## config.mk

```make
export PLATFORM = sky130hd
export DESIGN_NAME = led_seq_ctrl
export DESIGN_NICKNAME = d
export VERILOG_FILES = /design/src/rtl/led_seq_pkg.sv /design/src/rtl/tick_prescaler.sv /design/src/rtl/led_seq_ctrl.sv
export SDC_FILE = /design/constraint.sdc
export NUM_CORES = 1
export LEC_CHECK = 0
export BUFFER_PORTS_ARGS = -buffer_cell sky130_fd_sc_hd__buf_2
export CAP_MARGIN = 5
export CORE_MARGIN = 3
export CORE_UTILIZATION = 35
export CTS_BUF_LIST = sky130_fd_sc_hd__clkbuf_8
export CTS_CLUSTER_DIAMETER = 120
export DETAILED_ROUTE_END_ITERATION = 8
export GPL_ROUTABILITY_DRIVEN = 0
export PLACE_DENSITY = 0.55
export SLEW_MARGIN = 20
export SYNTH_ARGS = -nofsm -noshare
export SYNTH_HDL_FRONTEND = slang
export SYNTH_SLANG_ARGS = --single-unit
export TNS_END_PERCENT = 20
```

## constraint.sdc

```tcl
create_clock -name clk -period 3.85 [get_ports clk]
set_input_delay 0.385 -clock clk [delete_from_list [all_inputs] [get_ports clk]]
set_output_delay 0.385 -clock clk [all_outputs]
set_load 0.005 [all_outputs]
```

## src/rtl/led_seq_pkg.sv

```systemverilog
// Shared types and default constants for the LED pattern sequencer.
// The optional LED_SEQ_LOOP_EN macro is consumed by led_seq_ctrl.
package led_seq_pkg;

    localparam int DEF_TICK_DIV = 5000000;
    localparam int DEF_DEPTH    = 8;
    localparam int DEF_DUR_W    = 8;

    typedef enum logic [1:0] {
        IDLE = 2'd0,
        RUN  = 2'd1,
        DONE = 2'd2
    } state_t;

    typedef struct packed {
        logic                 level;
        logic [DEF_DUR_W-1:0] dur;
    } step_t;

endpackage

```

## src/rtl/tick_prescaler.sv

```systemverilog
// Free-running tick generator: one-cycle pulse every TICK_DIV enabled cycles.
// clr zeroes the count so a new pattern never starts with a partial tick.
module tick_prescaler #(
    parameter int TICK_DIV = 4
) (
    input  logic clk,
    input  logic res,
    input  logic clr,
    input  logic en,
    output logic tick
);

    localparam int CW = (TICK_DIV > 2) ? $clog2(TICK_DIV) : 1;

    logic [CW-1:0] cnt_q;

    assign tick = en && (cnt_q == CW'(TICK_DIV - 1));

    always_ff @(posedge clk) begin
        if (res || clr) begin
            cnt_q <= '0;
        end else if (tick) begin
            cnt_q <= '0;
        end else if (en) begin
            cnt_q <= cnt_q + CW'(1);
        end
    end

endmodule

```

## src/rtl/led_seq_ctrl.sv

```systemverilog
// Table-driven LED blink sequencer: plays (level, duration) steps timed by a shared tick.
// Define LED_SEQ_LOOP_EN to honour the loop input; otherwise every pattern runs once.
module led_seq_ctrl
    import led_seq_pkg::*;
#(
    parameter int TICK_DIV = DEF_TICK_DIV,
    parameter int DEPTH    = DEF_DEPTH,
    parameter int DUR_W    = DEF_DUR_W
) (
    input  logic                       clk,
    input  logic                       res,
    input  logic                       cfg_we,
    input  logic [$clog2(DEPTH)-1:0]   cfg_addr,
    input  logic                       cfg_level,
    input  logic [DUR_W-1:0]           cfg_dur,
    input  logic [$clog2(DEPTH):0]     cfg_len,
    input  logic                       loop,
    input  logic                       start,
    input  logic                       stop,
    output logic                       opt,
    output logic                       busy,
    output logic                       done
);

    localparam int AW = $clog2(DEPTH);
    localparam int LW = AW + 1;
    localparam logic [LW-1:0] LEN_MAX = LW'(DEPTH);

    // Pattern table; contents survive reset.
    logic             tbl_level [DEPTH];
    logic [DUR_W-1:0] tbl_dur   [DEPTH];

    always_ff @(posedge clk) begin
        if (cfg_we) begin
            tbl_level[cfg_addr] <= cfg_level;
            tbl_dur[cfg_addr]   <= cfg_dur;
        end
    end

    state_t            state_q, state_d;
    logic [AW-1:0]     idx_q, idx_d;
    logic [LW-1:0]     len_q, len_d;
    logic [DUR_W-1:0]  rem_q, rem_d;
    logic              level_q, level_d;
    logic              pre_clr;
    logic              tick;
    logic [LW-1:0]     idx_inc;
    logic [AW-1:0]     nxt_idx;
    logic              last;

`ifdef LED_SEQ_LOOP_EN
    logic loop_q, loop_d;
`else
    logic unused_loop;
    assign unused_loop = loop;
`endif

    tick_prescaler #(.TICK_DIV(TICK_DIV)) u_presc (
        .clk  (clk),
        .res  (res),
        .clr  (pre_clr),
        .en   (state_q == RUN),
        .tick (tick)
    );

    assign idx_inc = {1'b0, idx_q} + LW'(1);
    assign nxt_idx = idx_inc[AW-1:0];
    assign last    = (idx_inc == len_q);

    always_comb begin
        state_d = state_q;
        idx_d   = idx_q;
        len_d   = len_q;
        rem_d   = rem_q;
        level_d = level_q;
        pre_clr = 1'b0;
`ifdef LED_SEQ_LOOP_EN
        loop_d  = loop_q;
`endif
        case (state_q)
            IDLE: begin
                if (start && !stop && (cfg_len != '0)) begin
                    state_d = RUN;
                    idx_d   = '0;
                    rem_d   = tbl_dur[0];
                    level_d = tbl_level[0];
                    len_d   = (cfg_len > LEN_MAX) ? LEN_MAX : cfg_len;
                    pre_clr = 1'b1;
`ifdef LED_SEQ_LOOP_EN
                    loop_d  = loop;
`endif
                end
            end
            RUN: begin
                if (stop) begin
                    state_d = IDLE;
                    pre_clr = 1'b1;
                end else if (tick) begin
                    // A loaded duration of 0 wraps to all-ones, giving 2^DUR_W ticks.
                    if (rem_q == DUR_W'(1)) begin
                        if (!last) begin
                            idx_d   = nxt_idx;
                            rem_d   = tbl_dur[nxt_idx];
                            level_d = tbl_level[nxt_idx];
                        end
`ifdef LED_SEQ_LOOP_EN
                        else if (loop_q) begin
                            idx_d   = '0;
                            rem_d   = tbl_dur[0];
                            level_d = tbl_level[0];
                        end
`endif
                        else begin
                            state_d = DONE;
                        end
                    end else begin
                        rem_d = rem_q - DUR_W'(1);
                    end
                end
            end
            DONE: begin
                state_d = IDLE;
            end
            default: begin
                state_d = IDLE;
            end
        endcase
    end

    always_ff @(posedge clk) begin
        if (res) begin
            state_q <= IDLE;
            idx_q   <= '0;
            len_q   <= '0;
            rem_q   <= '0;
            level_q <= 1'b0;
`ifdef LED_SEQ_LOOP_EN
            loop_q  <= 1'b0;
`endif
        end else begin
            state_q <= state_d;
            idx_q   <= idx_d;
            len_q   <= len_d;
            rem_q   <= rem_d;
            level_q <= level_d;
`ifdef LED_SEQ_LOOP_EN
            loop_q  <= loop_d;
`endif
        end
    end

    assign busy = (state_q == RUN);
    assign done = (state_q == DONE);
    assign opt  = (state_q == RUN) ? level_q : 1'b1;

endmodule

```

==> results.md, run 1 <==
| Parameter | Reported |
|:---|:---|
| CTS clock-pin slew for the worst setup and hold paths | 0.06 ns |
| Number of buffers on the longest clock path | 2 |
| Total leakage power | 1.83 nW |
| Status | completed |
| Fin. max-slew vios | 0 |
| Cell row count | 43 |
| Endpoint class of the critical path | output port |
| Actual slew at the worst max-slew pin | 1.08 ns |
| Number of clock sinks | 113 |
| Crit path arrival time | 2.03 ns |
| Hold path cells | 2 |
| Vias in the first global route | 3359 |
| Prevailing post-synth register cell | sky130_fd_sc_hd__edfxtp_1 |
| Total global routing track utilization | 0.140 |
| Count of inserted antenna diode cells | 0 |
| Core Region | 14000 sq um |
| Final critical path time including I/O delays and setup | 2.42 ns |
| Cell taking the most area after synthesis | sky130_fd_sc_hd__edfxtp_1 |
| Top-Level Pins | 25 |
| Register-to-Register Path Depth | 5 |
| DRT iter0 DRCs | 199 |
| Hold buffer count at cts | 0 |
| Launching point of the worst reg2reg path | u_presc.cnt_q[7] |
| DRC violation count after routing | 0 |
| Endpoints failing hold | 0 |
| Root buf cell | sky130_fd_sc_hd__clkbuf_8 |
| Portion of the clock cycle consumed by the worst path in the final layout | 0.627 |
| Maximum Capacitance Violations | 0 |
| Non-Filler Instances | 632 |
| Die span in y | 127 um |
| PwrDens | 436 nW/um^2 |
| Synthesized netlist cell count | 410 |
| Post-placement cell area | 5370 sq um |
| Relative max-transition margin | 0.277 |
| Total net switching power | 0.609 mW |
| Worst reg2reg path endpoint | u_presc.cnt_q[7] |
| Category of the worst setup path launch point | flip-flop |
| Fraction of layout instances using a drive strength above 1 | 0.195 |
| Net count of the finished layout | 465 |
| Count of final setup violators | 0 |
| Number of unique standard cell types used by synthesis | 56 |
| Async set-reset flop share out of synthesis | 0 |
| H-Tree Depth | 4 |
| Source of the worst hold timing path | stop |
| Synth top area share | 0.425 |
| Die area | 16000 sq um |
| Drt wl/cell | 16.7 um |
| Cts bufs inserted | 17 |
| Final standard cell area without fillers | 5730 sq um |
| Switching part of the total power | 0.244 |
| Leading post-synthesis cells by instance count | sky130_fd_sc_hd__edfxtp_1, sky130_fd_sc_hd__nor2_1, sky130_fd_sc_hd__dfxtp_1 |
| Syn Nets | 436 |
| Post-cts gate resize count | 0 |
| Pre-antenna DRT Iters | 4 |
| Die extent in x | 127 um |
| Int Pwr | 1.89 mW |
| Worst clock skew | 0.00941 ns |
| Required arrival time at the worst endpoint | 3.46 ns |
| First-pass GRT wire length | 17400 um |
| Clock latency reported for the late side of the worst-skew pair | 0.43 ns |
| Synth Register Bits | 113 |
| Via count of the routed design | 3286 |
| Final TNS setup | 0 ns |
| Synth top area cells | sky130_fd_sc_hd__edfxtp_1, sky130_fd_sc_hd__dfxtp_1, sky130_fd_sc_hd__mux4_2 |
| TritonCTS clock tree | yes |
| Total standard cell area after synthesis | 5080 sq um |
| Worst Setup Path Type | reg2out |
| Count of buffers from port buffering | 23 |
| Number of antenna violations at the first check in global routing | 0 |
| Sequential fraction of design power | 0.536 |
| Cell Count Post-Placement | 600 |
| Worst hold path endpoint | state_q[1] |
| Pin count of the biggest net entering global routing | 26 |
| Clk pwr share | 0.398 |
| Fmax achieved | 414 MHz |
| Share of synthesized area occupied by flip-flops and latches | 0.587 |
| Detailed Place HPWL | 6700 um |
| Tightest Hold Check Type | in2reg |
| Setup slack on the worst flop-to-flop path | 1.44 ns |
| Final routed wirelength across all metal layers | 10600 um |
| Largest fanout on the critical path | 25 |
| Worst IR Drop VDD | 0.268 mV |
| Initial cell density of the core | 0.362 |
| Setup Buffers After CTS | 0 |
| Detail-routed via count per cell | 5.20 |
| Comb pwr share | 0.066 |
| Synth-to-Final Area Change | 12.8% |
| Number of flops mapped to enable cells by yosys | 72 |
| Aggregate global routing overflow | 0 |
| Top-count cell post-synth | sky130_fd_sc_hd__edfxtp_1 |
| Unrepaired setup endpoints after global routing | false |
| Average cell area after synthesis | 12.4 sq um |
| YS warnings | 0 |
| Post-route antenna net violation count | 0 |
-- routing by layer --
metal / global-route usage / share of wire / wire length, um
met1: 0.192 / 0.49 / 5170
met2: 0.209 / 0.46 / 4890
met3: 0.0375 / 0.034 / 356
met4: 0.0637 / 0.015 / 157
met5: 0 / 0 / 0
-- logic make-up (layout without fill, tap and decap cells) --
logic type / Yosys count / count (layout) / share of synthesized area
flops: 113 / 113 / 0.587
buf+inv: 31 / 73 / 0.0300
fa+ha+maj: 4 / 4 / 0.00985
compound gates: 54 / 54 / 0.0780
xor+xnor: 27 / 27 / 0.0495
simple gates: 157 / 157 / 0.157
mux: 24 / 24 / 0.0891
-- flip-flops by register name (all words and copies together) (netlist names) --
signal and cells:
idx_q 3, len_q 4, level_q 1, rem_q 8, state_q 2, tbl_dur 64, tbl_level 8, u_presc.cnt_q 23
-- per-stage QoR --
step	power (mW)	hold slack [ns]	util	setup slack, ns
after floorplan	1.48	0.453	-	1.84
after global placement	1.53	0.474	0.382	1.10
after detailed placement	1.53	0.473	0.382	1.09
after CTS	2.54	0.145	0.408	1.17
after global routing	2.61	0.175	0.408	1.26
final	2.50	0.191	0.408	1.43
-- layout by cell type (no fill, tap or decap), types with 5 or more instances in the layout --
cell                        n
sky130_fd_sc_hd__xnor2_1   22
sky130_fd_sc_hd__a21oi_1    8
sky130_fd_sc_hd__nand3_1   16
sky130_fd_sc_hd__inv_1     15
sky130_fd_sc_hd__dfxtp_1   41
sky130_fd_sc_hd__o21ai_0   10
sky130_fd_sc_hd__clkbuf_8  17
sky130_fd_sc_hd__nand2_1   27
sky130_fd_sc_hd__a221oi_1   5
sky130_fd_sc_hd__nor2_1    47
sky130_fd_sc_hd__edfxtp_1  72
sky130_fd_sc_hd__buf_4      5
sky130_fd_sc_hd__nor3_1    16
sky130_fd_sc_hd__nand4_1    7
sky130_fd_sc_hd__mux4_2    17
sky130_fd_sc_hd__mux2i_1    7
sky130_fd_sc_hd__nand2b_1  11
sky130_fd_sc_hd__buf_2     23
-- worst max-delay path, stage by stage (launching register included) --
cell and delay, ns:
sky130_fd_sc_hd__dfxtp_1 0.50, sky130_fd_sc_hd__nand2b_1 0.09, sky130_fd_sc_hd__buf_4 0.23, sky130_fd_sc_hd__inv_1 0.43, sky130_fd_sc_hd__nand2b_1 0.19, sky130_fd_sc_hd__buf_2 0.17
-- power by group through the flow --
stage	clock network [mW]	logic [mW]	registers, mW
floorplan	0	0.116	1.36
global placement	0	0.162	1.37
detailed placement	0	0.165	1.37
CTS	1.03	0.166	1.34
global route	1.08	0.184	1.34
finish	0.995	0.164	1.34
-- how the worst max path moves through the flow --
stage               start                to  cells after the start
2_1_floorplan    rem_q[0]          rem_q[0]                      7
3_3_place_gp   cfg_len[0]  u_presc.cnt_q[1]                      6
3_5_place_dp   cfg_len[0]  u_presc.cnt_q[1]                      6
4_1_cts        state_q[0]  u_presc.cnt_q[7]                      4
5_1_grt        state_q[0]               opt                      5
6_report       state_q[0]               opt                      5
-- layout make-up --
cell class	count	area (sq um)
clock buffers	17	234
well taps	180	225
fillers	1344	8310
inverters	13	48.8
repair buffers	28	153
flip-flops and latches	113	2980
clock inverters	15	123
multi-input cells	266	1960
Power figures use the tool's default switching activity.
==> inputs of run 2 (changes only) <==
- clock period: 3.85 -> 2.4 ns (I/O delays scaled with it)
==> run 2 against run 1 <==
- non-clock buffer count rose by 13
- cell area rose by 1.3%
- register-to-register slack got worse by 1.2 ns
- cell count rose by 2.1%
- global-route usage fell by 0.13 points
- total power rose by 57%
- via count rose by 1.2%
- worst setup slack got worse by 1.2 ns
- sequential share of layout area fell by 0.66 points
- clock-buffer cell count did not move
- die area did not move
- core utilization rose by 0.53 points
- largest cell class unchanged
==> results.md, run 2 (synthesized netlist as in run 1, its figures left out) <==
| Parameter | Reported |
|:---|:---|
| Fin. max-slew vios | 0 |
| First-pass GRT wire length | 17300 um |
| Endpoint class of the critical path | flip-flop |
| Die span in y | 127 um |
| Die area | 16000 sq um |
| Pin count of the biggest net entering global routing | 25 |
| Cell breakdown of the critical path | or4b_1, or4_4, nor3_2, a21o_2, mux2i_1 |
| Actual slew at the worst max-slew pin | 0.654 ns |
| Unrepaired setup endpoints after global routing | false |
| Final Util | 0.413 |
| Crit path arrival time | 2.56 ns |
| Category of the worst setup path launch point | flip-flop |
| Setup Buffers After CTS | 0 |
| Detail-routed via count per cell | 5.15 |
| Required arrival time at the worst endpoint | 2.76 ns |
| Count of buffers from port buffering | 23 |
| Worst setup timing slack at the placement stage | 0.135 ns |
| Register with the highest flop count | tbl_dur |
| Largest fanout on the critical path | 8 |
| Synth-to-Final Area Change | 14.2% |
| Delay of the slowest cell on the worst path | 0.51 ns |
| Portion of the clock cycle consumed by the worst path in the final layout | 0.918 |
| Initial cell density of the core | 0.362 |
| Final critical path time including I/O delays and setup | 2.20 ns |
| Post-route antenna net violation count | 0 |
| DRT iter0 DRCs | 249 |
| Worst IR Drop VDD | 0.558 mV |
| Net count of the finished layout | 478 |
| Core Region | 14000 sq um |
| Number of antenna violations at the first check in global routing | 0 |
| Aggregate global routing overflow | 0 |
| Sequential fraction of design power | 0.548 |
| Number of buffers on the longest clock path | 2 |
| Regs by FF count | tbl_dur x64, u_presc.cnt_q x23 |
| Final routed wirelength across all metal layers | 10600 um |
| CTS clock-pin slew for the worst setup and hold paths | 0.07 ns |
| Worst clock skew | 0.0143 ns |
| Number of gates on the worst path with buffers counted | 5 |
| Die extent in x | 127 um |
| Top-Level Pins | 25 |
| Non-Filler Instances | 645 |
| Endpoints failing hold | 0 |
| Worst Setup Path Type | reg2reg |
| Number of buffer and inverter stages on the critical path | 0 |
| Int Pwr | 2.94 mW |
| Final standard cell area without fillers | 5800 sq um |
| Clk pwr share | 0.381 |
| Tightest Hold Check Type | in2reg |
| Total net switching power | 0.987 mW |
| Comb pwr share | 0.072 |
| Total global routing track utilization | 0.139 |
| Clock latency reported for the late side of the worst-skew pair | 0.43 ns |
| Cts bufs inserted | 17 |
| Post-placement cell area | 5470 sq um |
| Hold path cells | 2 |
| Maximum Capacitance Violations | 0 |
| Total leakage power | 1.87 nW |
| Vias in the first global route | 3294 |
| Register-to-Register Path Depth | 5 |
| Overall power of the completed layout | 3.92 mW |
| Drt wl/cell | 16.4 um |
| Via count of the routed design | 3324 |
| Cell family with the largest share of critical-path delay | simple AND/OR/NAND/NOR gates |
| Largest register FFs | 64 |
| Detailed Place HPWL | 6800 um |
| Pre-antenna DRT Iters | 6 |
| Most frequent cells in the layout | sky130_fd_sc_hd__edfxtp_1, sky130_fd_sc_hd__nor2_1, sky130_fd_sc_hd__dfxtp_1, sky130_fd_sc_hd__nand2_1, sky130_fd_sc_hd__buf_2 |
| Cell row count | 43 |
| Final hold slack | 0.0409 ns |
| Final TNS setup | 0 ns |
| Number of clock sinks | 113 |
| Count of final setup violators | 0 |
| Switching part of the total power | 0.251 |
| PwrDens | 676 nW/um^2 |
| TritonCTS clock tree | yes |
| Fmax achieved | 454 MHz |
| Cell Count Post-Placement | 613 |
| Commonest non-fill, non-tap cell in the layout | sky130_fd_sc_hd__edfxtp_1 |
| Fraction of layout instances using a drive strength above 1 | 0.209 |
| Relative max-transition margin | 0.564 |
| Highest-delay cell along the critical path | sky130_fd_sc_hd__or4b_1 |
| Status | completed |
| DRC violation count after routing | 0 |
| Root buf cell | sky130_fd_sc_hd__clkbuf_8 |
| Final worst slack | 0.197 ns |
| H-Tree Depth | 4 |
| Count of inserted antenna diode cells | 0 |
## run 2: what timing repair did
action / in CTS / in global routing
setup endpoints to repair: 0 / 8
hold buffers: 0 / 0
gates resized for setup: 0 / 4
## run 2: power by group through the flow
stage	logic, mW	registers, mW	clock network [mW]
final	0.281	2.15	1.49
after global routing	0.314	2.15	1.63
after CTS	0.283	2.15	1.54
after detailed placement	0.281	2.19	0
after global placement	0.277	2.19	0
after floorplan	0.187	2.18	0
## run 2: layout make-up
cell class / count / area, sq um
Tap cell: 180 / 225
Sequential cell: 113 / 2980
Multi-Input combinational cell: 266 / 1960
Clock buffer: 17 / 234
Fill cell: 1297 / 8240
Inverter: 13 / 48.8
Timing Repair Buffer: 41 / 263
Clock inverter: 15 / 93.8
## run 2: path summary, 6_finish.rpt
path,from,end,slack (ns)
worst min-delay path,stop,state_q[1],0.04
worst min register to register,u_presc.cnt_q[1],u_presc.cnt_q[1],0.49
worst max register to register,u_presc.cnt_q[7],rem_q[4],0.20
worst max-delay path,u_presc.cnt_q[7],rem_q[4],0.20
## run 2: layer usage
| layer | up-vias | wire [um] | global-route usage |
|---|---|---|---|
| li1 | 1631 | - | - |
| met1 | 1620 | 5150 | 0.189 |
| met2 | 67 | 4830 | 0.213 |
| met3 | 6 | 482 | 0.0446 |
| met4 | 0 | 87 | 0.0442 |
| met5 | - | 0 | 0 |
## run 2: worst register-to-register path, stage by stage (launching register included)
cell                      delay [ns]
sky130_fd_sc_hd__dfxtp_1        0.34
sky130_fd_sc_hd__or4b_1         0.51
sky130_fd_sc_hd__or4_4          0.48
sky130_fd_sc_hd__nor3_2         0.29
sky130_fd_sc_hd__a21o_2         0.31
sky130_fd_sc_hd__mux2i_1        0.21
==> inputs of run 3 (changes only) <==
--- a/config.mk
+++ b/config.mk
@@ -6,13 +6,13 @@
 export NUM_CORES = 1
 export LEC_CHECK = 0
-export BUFFER_PORTS_ARGS = -buffer_cell sky130_fd_sc_hd__buf_2
 export CAP_MARGIN = 5
-export CORE_MARGIN = 3
+export CORE_MARGIN = 1.5
 export CORE_UTILIZATION = 35
 export CTS_BUF_LIST = sky130_fd_sc_hd__clkbuf_8
 export CTS_CLUSTER_DIAMETER = 120
 export DETAILED_ROUTE_END_ITERATION = 8
+export DONT_BUFFER_PORTS = 1
 export GPL_ROUTABILITY_DRIVEN = 0
-export PLACE_DENSITY = 0.55
+export PLACE_DENSITY = 0.54
 export SLEW_MARGIN = 20
 export SYNTH_ARGS = -nofsm -noshare
==> constraint.sdc (replaced) <==
create_clock -name clk -period 2.4 [get_ports clk]
set_input_delay 0.24 -clock clk [delete_from_list [all_inputs] [get_ports clk]]
set_output_delay 0.24 -clock clk [all_outputs]
set_load 0.05 [all_outputs]
==> run 3 against run 2 <==
- sequential power hardly changed
- maximum frequency shrank 2.2%
- critical path type is now reg2out
- cell area is 2.1% higher
- routed wire length shrank 0.69%
- clock power is 26% higher
- non-clock buffer count decreased by 5
==> results.md, run 3 (synthesized netlist as in run 1, its figures left out) <==
| Parameter | Reported |
|:---|:---|
| Cell row count | 43 |
| Top metal layer carrying routed signals | met4 |
| Initial cell density of the core | 0.362 |
| Cell breakdown of the critical path | nand2b_1, clkinvlp_4, buf_4, nand2b_1, buf_4 |
| Worst Setup Path Type | reg2out |
| Status | completed |
| Routed length on met3 | 496 um |
| WL met1 | 5160 um |
| Setup slack on the worst flop-to-flop path | 0.18 ns |
| TritonCTS clock tree | yes |
| DRC violation count after routing | 0 |
| Net count of the finished layout | 473 |
| Worst hold path endpoint | len_q[0] |
| Number of clock sinks | 113 |
| Drt wl/cell | 16.4 um |
| Top-Level Pins | 25 |
| Required arrival time at the worst endpoint | 2.16 ns |
| H-Tree Depth | 4 |
| Largest fanout on the critical path | 13 |
| Actual slew at the worst max-slew pin | 0.827 ns |
| DRT iter0 DRCs | 218 |
| Final hold slack | 0.0432 ns |
| Synth-to-Final Area Change | 16.6% |
| Portion of the clock cycle consumed by the worst path in the final layout | 0.939 |
| Beginning of the critical path | state_q[0] |
| Cell family with the largest share of critical-path delay | buffers and inverters |
| Count of buffers from port buffering | 0 |
| Final critical path time including I/O delays and setup | 2.25 ns |
| Number of buffers on the longest clock path | 2 |
| Unrepaired setup endpoints after global routing | false |
| Number of buffer and inverter stages on the critical path | 3 |
| Root buf cell | sky130_fd_sc_hd__clkbuf_8 |
| Most frequent cells in the layout | sky130_fd_sc_hd__edfxtp_1, sky130_fd_sc_hd__nor2_1, sky130_fd_sc_hd__dfxtp_1, sky130_fd_sc_hd__nand2_1, sky130_fd_sc_hd__buf_4 |
| Source of the worst hold timing path | cfg_len[3] |
| Regs by FF count | tbl_dur x64, u_presc.cnt_q x23 |
| Final TNS setup | 0 ns |
| Highest-delay cell along the critical path | sky130_fd_sc_hd__dfxtp_1 |
| Endpoint class of the critical path | output port |
| Aggregate global routing overflow | 0 |
| Fin. max-slew vios | 0 |
| Die span in y | 124 um |
| Pin count of the biggest net entering global routing | 23 |
| Vias in the first global route | 3274 |
| Pre-antenna DRT Iters | 4 |
| Maximum Capacitance Violations | 0 |
| Commonest non-fill, non-tap cell in the layout | sky130_fd_sc_hd__edfxtp_1 |
| Launching point of the worst reg2reg path | u_presc.cnt_q[7] |
| Number of antenna violations at the first check in global routing | 0 |
| Filler cell count | 1302 |
| Delay of the slowest cell on the worst path | 0.40 ns |
| Relative max-transition margin | 0.447 |
| Count of final setup violators | 0 |
| Total global routing track utilization | 0.152 |
| Hold path cells | 3 |
| Worst IR Drop VDD | 0.360 mV |
| Via count of the routed design | 3250 |
| Post-route antenna net violation count | 0 |
| CTS clock-pin slew for the worst setup and hold paths | 0.07 ns |
| Worst clock skew | 0.00790 ns |
| First-pass GRT wire length | 17000 um |
| Final routed wirelength across all metal layers | 10500 um |
| Detailed Place HPWL | 6830 um |
| Count of inserted antenna diode cells | 0 |
| Largest register FFs | 64 |
| Total leakage power | 1.90 nW |
| Met2 routed wirelength | 4690 um |
| Detail-routed via count per cell | 5.09 |
| Clock latency reported for the late side of the worst-skew pair | 0.44 ns |
| Cts bufs inserted | 17 |
| Tightest Hold Check Type | in2reg |
| Register with the highest flop count | tbl_dur |
| Worst reg2reg path endpoint | rem_q[2] |
| Die extent in x | 124 um |
| Crit path arrival time | 2.01 ns |
| Fraction of layout instances using a drive strength above 1 | 0.181 |
| Die area | 15300 sq um |
| Category of the worst setup path launch point | flip-flop |
| Core Region | 14000 sq um |
| Register-to-Register Path Depth | 5 |
| PwrDens | 727 nW/um^2 |
| Fmax achieved | 444 MHz |
| Endpoints failing hold | 0 |
| Setup Buffers After CTS | 0 |
run 3: changes by cell type in the layout (fill, tap and decap cells not counted), moves of 2 or more:
cell / previous run / this run
sky130_fd_sc_hd__nand2_2: 2 / 0
sky130_fd_sc_hd__nand2_1: 25 / 27
sky130_fd_sc_hd__bufinv_16: 0 / 3
sky130_fd_sc_hd__buf_4: 17 / 24
sky130_fd_sc_hd__clkinv_4: 2 / 4
sky130_fd_sc_hd__dlygate4sd3_1: 0 / 12
sky130_fd_sc_hd__clkinv_1: 5 / 0
sky130_fd_sc_hd__clkinvlp_4: 4 / 1
sky130_fd_sc_hd__inv_6: 2 / 5
sky130_fd_sc_hd__buf_2: 23 / 0
run 3: per-stage QoR:
stage                     utilization  worst slack, ns  instances  power (mW)  cell area, sq um
after floorplan                     -            0.260        410        2.38              5080
after CTS                       0.421           0.0240        639        4.37              5920
after detailed placement        0.383            0.146        596        2.44              5380
after global routing            0.422           0.0169        639        4.49              5920
after global placement          0.383            0.160        596        2.43              5380
final                           0.422            0.147        639        4.31              5920
run 3: worst max path at each step:
| stage | end | cells past startpoint |
|---|---|---|
| after floorplan | opt | 4 |
| final | opt | 5 |
| after global placement | rem_q[0] | 5 |
| after CTS | opt | 5 |
| after detailed placement | rem_q[4] | 5 |
| after global routing | opt | 5 |
run 3: worst min-delay path, delay by kind of cell:
family	cells	cell delay [ns]
multiplexers	1	0.12
AND/OR/NAND/NOR	2	0.07
run 3: repair_timing:
item,in CTS,in global routing
endpoints found under the hold margin,90,0
endpoints found under the setup margin,0,2
hold buffers,12,0
gates resized for setup,0,2
run 3: metal layers:
metal,GRT usage,vias to the layer above
met3,0.0558,9
met5,0,-
met2,0.230,54
li1,-,1612
met4,0.0539,0
met1,0.202,1575
run 3: area by class of cell:
class,instances,area [sq um],share of cell area
Clock buffer,17,234,0.0395
Multi-Input combinational cell,266,1950,0.329
Clock inverter,14,179,0.0302
Tap cell,180,225,0.0380
Timing Repair Buffer,36,300,0.0507
Sequential cell,113,2980,0.503
Inverter,13,52.6,0.00887
run 3: power by group:
part	internal (mW)	switching (mW)	total (mW)
combinational	0.121	0.159	0.280
sequential	2.12	0.0282	2.15
clock	1.04	0.842	1.88
total	3.28	1.03	4.31
